<file path="src/rtl/he_round_pkg.sv">
// Shared rounding-mode definitions for the HE rescale datapath.
// No logic; constants and types only.
// Imported by the rounding stage, its interface and the bench.
package he_round_pkg;

  typedef logic [1:0] rnd_mode_t;

  localparam rnd_mode_t RND_TRUNC   = 2'd0;
  localparam rnd_mode_t RND_HALF_UP = 2'd1;
  localparam rnd_mode_t RND_EVEN    = 2'd2;
  localparam rnd_mode_t RND_CEIL    = 2'd3;

endpackage

</file>
<file path="src/rtl/scale_round_pipe_if.sv">
// Valid/ready bus for the scale-and-round stage: wide dividend in, rounded coefficient out.
// No logic; wiring only.
// Input side stalls on in_ready; output side holds its fields while out_valid && !out_ready.
interface scale_round_pipe_if #(
  parameter int IN_W  = 120,
  parameter int OUT_W = 30,
  parameter int IDX_W = 10
) ();
  import he_round_pkg::*;

  logic             in_valid;
  logic             in_ready;
  logic [IN_W-1:0]  in_data;
  rnd_mode_t        in_mode;
  logic             out_valid;
  logic             out_ready;
  logic [OUT_W-1:0] out_data;
  logic             out_sat;
  logic [IDX_W-1:0] out_idx;
  logic             out_last;

  // Producer of input beats and consumer of results.
  modport master (
    output in_valid, in_data, in_mode, out_ready,
    input  in_ready, out_valid, out_data, out_sat, out_idx, out_last
  );

  // The rounding pipeline itself.
  modport slave (
    input  in_valid, in_data, in_mode, out_ready,
    output in_ready, out_valid, out_data, out_sat, out_idx, out_last
  );

endinterface

</file>
<file path="src/rtl/round_incr.sv">
// Rounding increment from the quotient LSB, remainder flags and per-beat mode.
// Combinational, zero latency.
// No flow control; evaluated on whatever the S1 register holds.
module round_incr
  import he_round_pkg::*;
(
  input  logic      q_lsb_i,
  input  logic      r_zero_i,
  input  logic      r_gt_half_i,
  input  logic      r_eq_half_i,
  input  rnd_mode_t mode_i,
  output logic      inc_o
);

  // Select the increment rule for the captured mode.
  always_comb begin
    inc_o = 1'b0;
    case (mode_i)
      RND_TRUNC:   inc_o = 1'b0;
      RND_HALF_UP: inc_o = r_gt_half_i | r_eq_half_i;
      RND_EVEN:    inc_o = r_gt_half_i | (r_eq_half_i & q_lsb_i);
      RND_CEIL:    inc_o = ~r_zero_i;
      default:     inc_o = 1'b0;
    endcase
  end

endmodule

</file>
<file path="src/rtl/scale_round_pipe.sv">
// Divide by 2^SHIFT with selectable rounding, saturation and coefficient indexing.
// Latency 2 cycles (S1 quotient/remainder flags, S2 rounded result), 1 beat/cycle.
// S2 loads when empty or out_ready; S1 advances with S2; in_ready = !S1 valid || S1 advance.
module scale_round_pipe
  import he_round_pkg::*;
#(
  parameter int IN_W  = 120,
  parameter int SHIFT = 90,
  parameter int OUT_W = 30,
  parameter int N     = 1024,
  parameter int IDX_W = $clog2(N)
) (
  input logic               clk,
  input logic               reset,
  scale_round_pipe_if.slave bus
);

  localparam int Q_W = IN_W - SHIFT;
  localparam logic [SHIFT-1:0] HALF = SHIFT'(1) << (SHIFT - 1);
  localparam logic [IDX_W-1:0] IDX_LAST = IDX_W'(N - 1);

  if (SHIFT < 1 || SHIFT >= IN_W) begin : g_bad_shift
    $error("scale_round_pipe: SHIFT out of range");
  end
  if (OUT_W > Q_W) begin : g_bad_out_w
    $error("scale_round_pipe: OUT_W wider than quotient");
  end

  // Handshake terms
  logic s1_vld_q, s1_vld_d;
  logic s2_vld_q, s2_vld_d;
  logic s2_load, s1_adv, in_fire, out_fire;

  // S1 payload
  logic [Q_W-1:0]   s1_q_q, s1_q_d;
  logic             s1_rzero_q, s1_rzero_d;
  logic             s1_gt_q, s1_gt_d;
  logic             s1_eq_q, s1_eq_d;
  rnd_mode_t        s1_mode_q, s1_mode_d;
  logic [SHIFT-1:0] rem;

  // S2 payload
  logic [OUT_W-1:0] s2_dat_q, s2_dat_d;
  logic             s2_sat_q, s2_sat_d;
  logic             inc;
  logic [Q_W:0]     sum;

  // Coefficient index
  logic [IDX_W-1:0] idx_q, idx_d;

  assign s2_load  = !s2_vld_q || bus.out_ready;
  assign s1_adv   = s2_load;
  assign bus.in_ready = !s1_vld_q || s1_adv;
  assign in_fire  = bus.in_valid && bus.in_ready;
  assign out_fire = s2_vld_q && bus.out_ready;

  assign rem = bus.in_data[SHIFT-1:0];

  // S1 next state: split the dividend into quotient and remainder classification.
  always_comb begin
    s1_q_d     = bus.in_data[IN_W-1:SHIFT];
    s1_rzero_d = (rem == '0);
    s1_gt_d    = rem[SHIFT-1] && ((rem & ~HALF) != '0);
    s1_eq_d    = (rem == HALF);
    s1_mode_d  = bus.in_mode;
    s1_vld_d   = in_fire || (s1_vld_q && !s1_adv);
  end

  round_incr u_round_incr (
    .q_lsb_i     (s1_q_q[0]),
    .r_zero_i    (s1_rzero_q),
    .r_gt_half_i (s1_gt_q),
    .r_eq_half_i (s1_eq_q),
    .mode_i      (s1_mode_q),
    .inc_o       (inc)
  );

  // S2 next state: add the increment one bit wide and clamp to OUT_W.
  always_comb begin
    sum      = {1'b0, s1_q_q} + {{Q_W{1'b0}}, inc};
    s2_sat_d = |sum[Q_W:OUT_W];
    s2_dat_d = s2_sat_d ? {OUT_W{1'b1}} : sum[OUT_W-1:0];
    s2_vld_d = s2_load ? s1_vld_q : s2_vld_q;
  end

  // Index advances once per output handshake and wraps after N-1.
  always_comb begin
    idx_d = idx_q;
    if (out_fire) begin
      idx_d = (idx_q == IDX_LAST) ? '0 : idx_q + 1'b1;
    end
  end

  // S1 register: payload captured only on an accepted input beat.
  always_ff @(posedge clk) begin
    if (reset) begin
      s1_vld_q   <= 1'b0;
      s1_q_q     <= '0;
      s1_rzero_q <= 1'b0;
      s1_gt_q    <= 1'b0;
      s1_eq_q    <= 1'b0;
      s1_mode_q  <= RND_TRUNC;
    end else begin
      s1_vld_q <= s1_vld_d;
      if (in_fire) begin
        s1_q_q     <= s1_q_d;
        s1_rzero_q <= s1_rzero_d;
        s1_gt_q    <= s1_gt_d;
        s1_eq_q    <= s1_eq_d;
        s1_mode_q  <= s1_mode_d;
      end
    end
  end

  // S2 register: result only changes when a real beat moves in, so it stays stable under stall.
  always_ff @(posedge clk) begin
    if (reset) begin
      s2_vld_q <= 1'b0;
      s2_dat_q <= '0;
      s2_sat_q <= 1'b0;
      idx_q    <= '0;
    end else begin
      s2_vld_q <= s2_vld_d;
      idx_q    <= idx_d;
      if (s2_load && s1_vld_q) begin
        s2_dat_q <= s2_dat_d;
        s2_sat_q <= s2_sat_d;
      end
    end
  end

  assign bus.out_valid = s2_vld_q;
  assign bus.out_data  = s2_dat_q;
  assign bus.out_sat   = s2_sat_q;
  assign bus.out_idx   = idx_q;
  assign bus.out_last  = (idx_q == IDX_LAST);

endmodule

</file>
<file path="src/flat_wrapper.sv">
// flat-port wrapper written by rule: the top's interface ports become plain ports
module scale_round_pipe_flat import he_round_pkg::*;
#(
  parameter int IN_W  = 120,
  parameter int SHIFT = 90,
  parameter int OUT_W = 30,
  parameter int N     = 1024,
  parameter int IDX_W = $clog2(N)
)
  (clk, reset, bus_in_valid, bus_in_data, bus_in_mode, bus_out_ready, bus_in_ready, bus_out_valid, bus_out_data, bus_out_sat, bus_out_idx, bus_out_last);
  scale_round_pipe_if #(.IN_W(IN_W), .OUT_W(OUT_W), .IDX_W(IDX_W)) bus_i ();
  input logic clk;
  input logic reset;
  input wire logic [$bits(bus_i.in_valid)-1:0] bus_in_valid;
  input wire logic [$bits(bus_i.in_data)-1:0] bus_in_data;
  input wire logic [$bits(bus_i.in_mode)-1:0] bus_in_mode;
  input wire logic [$bits(bus_i.out_ready)-1:0] bus_out_ready;
  output wire logic [$bits(bus_i.in_ready)-1:0] bus_in_ready;
  output wire logic [$bits(bus_i.out_valid)-1:0] bus_out_valid;
  output wire logic [$bits(bus_i.out_data)-1:0] bus_out_data;
  output wire logic [$bits(bus_i.out_sat)-1:0] bus_out_sat;
  output wire logic [$bits(bus_i.out_idx)-1:0] bus_out_idx;
  output wire logic [$bits(bus_i.out_last)-1:0] bus_out_last;
  assign bus_i.in_valid = bus_in_valid;
  assign bus_i.in_data = bus_in_data;
  assign bus_i.in_mode = bus_in_mode;
  assign bus_i.out_ready = bus_out_ready;
  assign bus_in_ready = bus_i.in_ready;
  assign bus_out_valid = bus_i.out_valid;
  assign bus_out_data = bus_i.out_data;
  assign bus_out_sat = bus_i.out_sat;
  assign bus_out_idx = bus_i.out_idx;
  assign bus_out_last = bus_i.out_last;
  scale_round_pipe #(.IN_W(IN_W), .SHIFT(SHIFT), .OUT_W(OUT_W), .N(N), .IDX_W(IDX_W)) u_core (.clk(clk), .reset(reset), .bus(bus_i));
endmodule
</file>
<file path="config.mk">
export PLATFORM = sky130hd
export DESIGN_NAME = scale_round_pipe_flat
export DESIGN_NICKNAME = d
export VERILOG_FILES = /design/src/rtl/he_round_pkg.sv /design/src/rtl/scale_round_pipe_if.sv /design/src/rtl/round_incr.sv /design/src/rtl/scale_round_pipe.sv /design/src/flat_wrapper.sv
export SDC_FILE = /design/constraint.sdc
export NUM_CORES = 1
export LEC_CHECK = 0
export CORE_MARGIN = 2
export CORE_UTILIZATION = 32
export DETAILED_ROUTE_END_ITERATION = 12
export REMOVE_ABC_BUFFERS = 1
export SETUP_SLACK_MARGIN = 0.2
export SLEW_MARGIN = 20
export SYNTH_ARGS = -nofsm -noshare
export SYNTH_HDL_FRONTEND = slang
export SYNTH_SLANG_ARGS = --single-unit
</file>
<file path="constraint.sdc">
create_clock -name clk -period 3.1 [get_ports clk]
set_clock_uncertainty 0.2 [all_clocks]
set_input_delay 0.465 -clock clk [delete_from_list [all_inputs] [get_ports clk]]
set_output_delay 0.465 -clock clk [all_outputs]
set_load 0.005 [all_outputs]
</file>
==> impl_metrics.csv <==
group,metric,value,unit
run_status,status,"completed",
power,power.net_switching,614,uW
synth,syn_inst,455,
sta,fin_crit,2.75,ns
power,p_int,2.11,mW
layout,syn2layout_area_growth,57.1,%
global_routing,grt.overflow.total,0,
layout,antenna_cells,0,
sta,rsz0062_at_grt,"false",
floorplanning,std_cell_rows,40,
sta,slew_viol_final,0,
critical_path,cp-startpoint,"u_core.s1_mode_q[0]",
sta,setup_violations,0,
power,p_total,2.72,mW
cts,hold_buffers,0,
floorplanning,ios,170,
sta,fmax,364,MHz
floorplanning,start_util,0.325,
synth,yosys_warnings,0,
place,dpl.cell_count,753,
route,wl_per_cell,15.4,um
synth,seq_area_frac_synth,0.404,
cts,cts_made_buffers,9,
synth,async_flop_share,0,
power,clockPowerShare,0.444,
critical_path,cp.required,3.16,ns
critical_path,critical_path.max_fanout,6,
power,combinationalPowerShare,0.148,
synth,synth_edf_count,0,
synth,synth_top_area_frac,0.404,
synth,synth_xor_xnor_area_share,0.0792,
place,gp_congestion,0.795,
synth,yosys.area_share.adder,0.0226,
route,via_per_inst,5.01,
route,drt_iter0_drc,105,
route,dr.pass1.iters,4,
global_routing,antenna_found_initial,0,
synth,synth.most_common_cell,"nand2_1",
power,power_frac_seq,0.408,
worst_hold_path,min-delay-start,"reset",
global_routing,grt_start_max_net_pins,37,
synth,avgSynthCellArea,8.50,um2
synth,yosys-top-cells-count,"82 x nand2_1, 78 x dfxtp_1, 46 x nor2_1",
floorplanning,die_x,114,um
critical_path,rr_startpoint,"u_core.s1_mode_q[0]",
cts,cts_tree,"built",
route,final_antenna_net_count,0,
floorplanning,core-area,11900,um2
route,routed_wl,11900,um
synth,ys.flop_type,"dfxtp_1",
power,irDropWorstVdd,254,uV
floorplanning,die_h,114,um
synth,synthTopCellsByArea,"dfxtp_1 40%, a211oi_2 9.4%, nand2_1 8.0%, xor2_1 5.0%, a21oi_1 4.9%",
route,vias,3875,
critical_path,rrSetupSlack,0.35,ns
place,port-buffer-count,169,
synth,syn_area,3870,um2
layout,fin_nets,755,
cts,clock_sinks,78,
global_routing,globalRouteTotalUtil,0.187,
power,power.density,448,nW/um2
worst_hold_path,hold_class,"in2reg",
critical_path,endpoint_kind,"flop",
place,dp_hpwl,9190,um
critical_path,arrival,2.81,ns
sta,slew_headroom,0.600,
sta,finalSetupTns,0,ns
floorplanning,die-area,13000,um2
cts,htreeDepth,3,
synth,synth-simple-area-share,0.295,
cts,cts_buffer_depth,2,
power,p_leak,2.12,nW
synth,synth_compound_area_frac,0.162,
global_routing,grt_pass1_vias,4017,
synth,muxShareOfSynthArea,0,
sta,hold_viol_final,0,
route,drcViolationCount,0,
layout,drive_gt1_frac,0.110,
critical_path,crit_path_start_kind,"flop",
synth,ys_seq_elements,78,
flow_run,max_cap_viol_count,0,
global_routing,grt_pass1_wl,19000,um
cts,clk_latency,0.34,ns
cts,cts.clk_slew.worst_paths,0.06,ns
synth,synth.largest_area_cell,"dfxtp_1",
layout,fin_cells,773,
critical_path,crit_type,"reg2reg",
cts,cts_root_buffer,"clkbuf_16",
synth,synth_top_family_by_area,"simple AND/OR/NAND/NOR gates",
power,swShare,0.225,
sta,worstMarginPinSlew,0.594,ns
sta,min_period_over_period,0.886,
synth,synth_cell_types,34,
[worst max-delay path, cell delays in order, from the launching register on]
cell and delay, ns:
dfxtp_2 0.32, inv_1 0.05, ha_1 0.20, a21boi_1 0.13, o21ai_0 0.10, a21oi_1 0.22, ha_2 0.24, ha_4 0.14
nand4_1 0.15, nor4_4 0.39, nand4_1 0.16, xor2_1 0.20, a211oi_2 0.17
[state kept, by name, summed over array words and instances, names as in the netlist]
register	count
u_core.bus.out_valid	1
u_core.bus.out_idx	10
u_core.bus.out_data	30
u_core.s1_gt_q	1
u_core.s1_rzero_q	1
u_core.s1_q_q	30
u_core.s1_eq_q	1
u_core.bus.out_sat	1
u_core.s1_mode_q	2
u_core.s1_vld_q	1
[layout make-up]
cell class / count / area (um2)
fill: 1158 / 5830
multi-input combinational: 344 / 2190
timing repair buffer: 180 / 1770
sequential: 78 / 1560
clock buffer: 11 / 243
tap: 147 / 184
clock inverter: 4 / 95.1
inverter: 9 / 33.8
[final timing paths]
kind,endpoint,depth (start not counted)
max,u_core.bus.out_data[24],12
min,u_core.bus.out_valid,2
max reg2reg,u_core.bus.out_data[24],12
min reg2reg,u_core.s1_rzero_q,2
[cells in the final DEF, fill, tap and decap left out, types with 19 or more instances in the layout]
cell / netlist / final
nor2_1: 46 / 46
xor2_1: 22 / 22
nand3_1: 19 / 19
nand2_1: 82 / 82
dfxtp_1: 78 / 76
a21oi_1: 38 / 37
clkdlybuf4s50_1: 0 / 168
nand4_1: 20 / 20
nor4_1: 23 / 23
a211oi_2: 29 / 29
[layer usage]
layer / wire (um) / track usage / vias to the layer above
li1: - / - / 1942
met1: 4710 / 0.197 / 1790
met2: 6070 / 0.346 / 127
met3: 883 / 0.0643 / 16
met4: 277 / 0.0602 / 0
met5: 0 / 0 / -
[metrics by stage]
stage          worst slack (ns)  utilization  area (um2)  hold WS [ns]
3_3_place_gp              0.279        0.477        5680         0.248
6_report                  0.355        0.510        6080         0.220
2_1_floorplan             0.222            -        3760         0.231
3_5_place_dp              0.136        0.477        5680         0.258
5_1_grt                   0.194        0.510        6080         0.230
4_1_cts                   0.218        0.506        6020         0.215
[power by group through the flow]
stage | clock network (mW) | registers (mW) | logic, mW
finish | 1.21 | 1.11 | 0.404
global route | 1.27 | 1.12 | 0.437
CTS | 1.23 | 1.11 | 0.409
detailed placement | 0 | 1.13 | 0.406
global placement | 0 | 1.13 | 0.398
floorplan | 0 | 1.12 | 0.132
[cell families after synthesis]
logic type | Yosys count
and+or+nand+nor | 225
AOI/OAI and AO/OA | 77
DFF | 78
adders and majority gates | 7
buffers and inverters | 33
xor gates and xnor gates | 35
[what timing repair did]
item,4_1_cts,5_1_grt
resized for setup,1,6
endpoints found under the setup margin,30,31
setup buffers,0,5
pin swaps,1,7
Power figures use the tool's default switching activity.
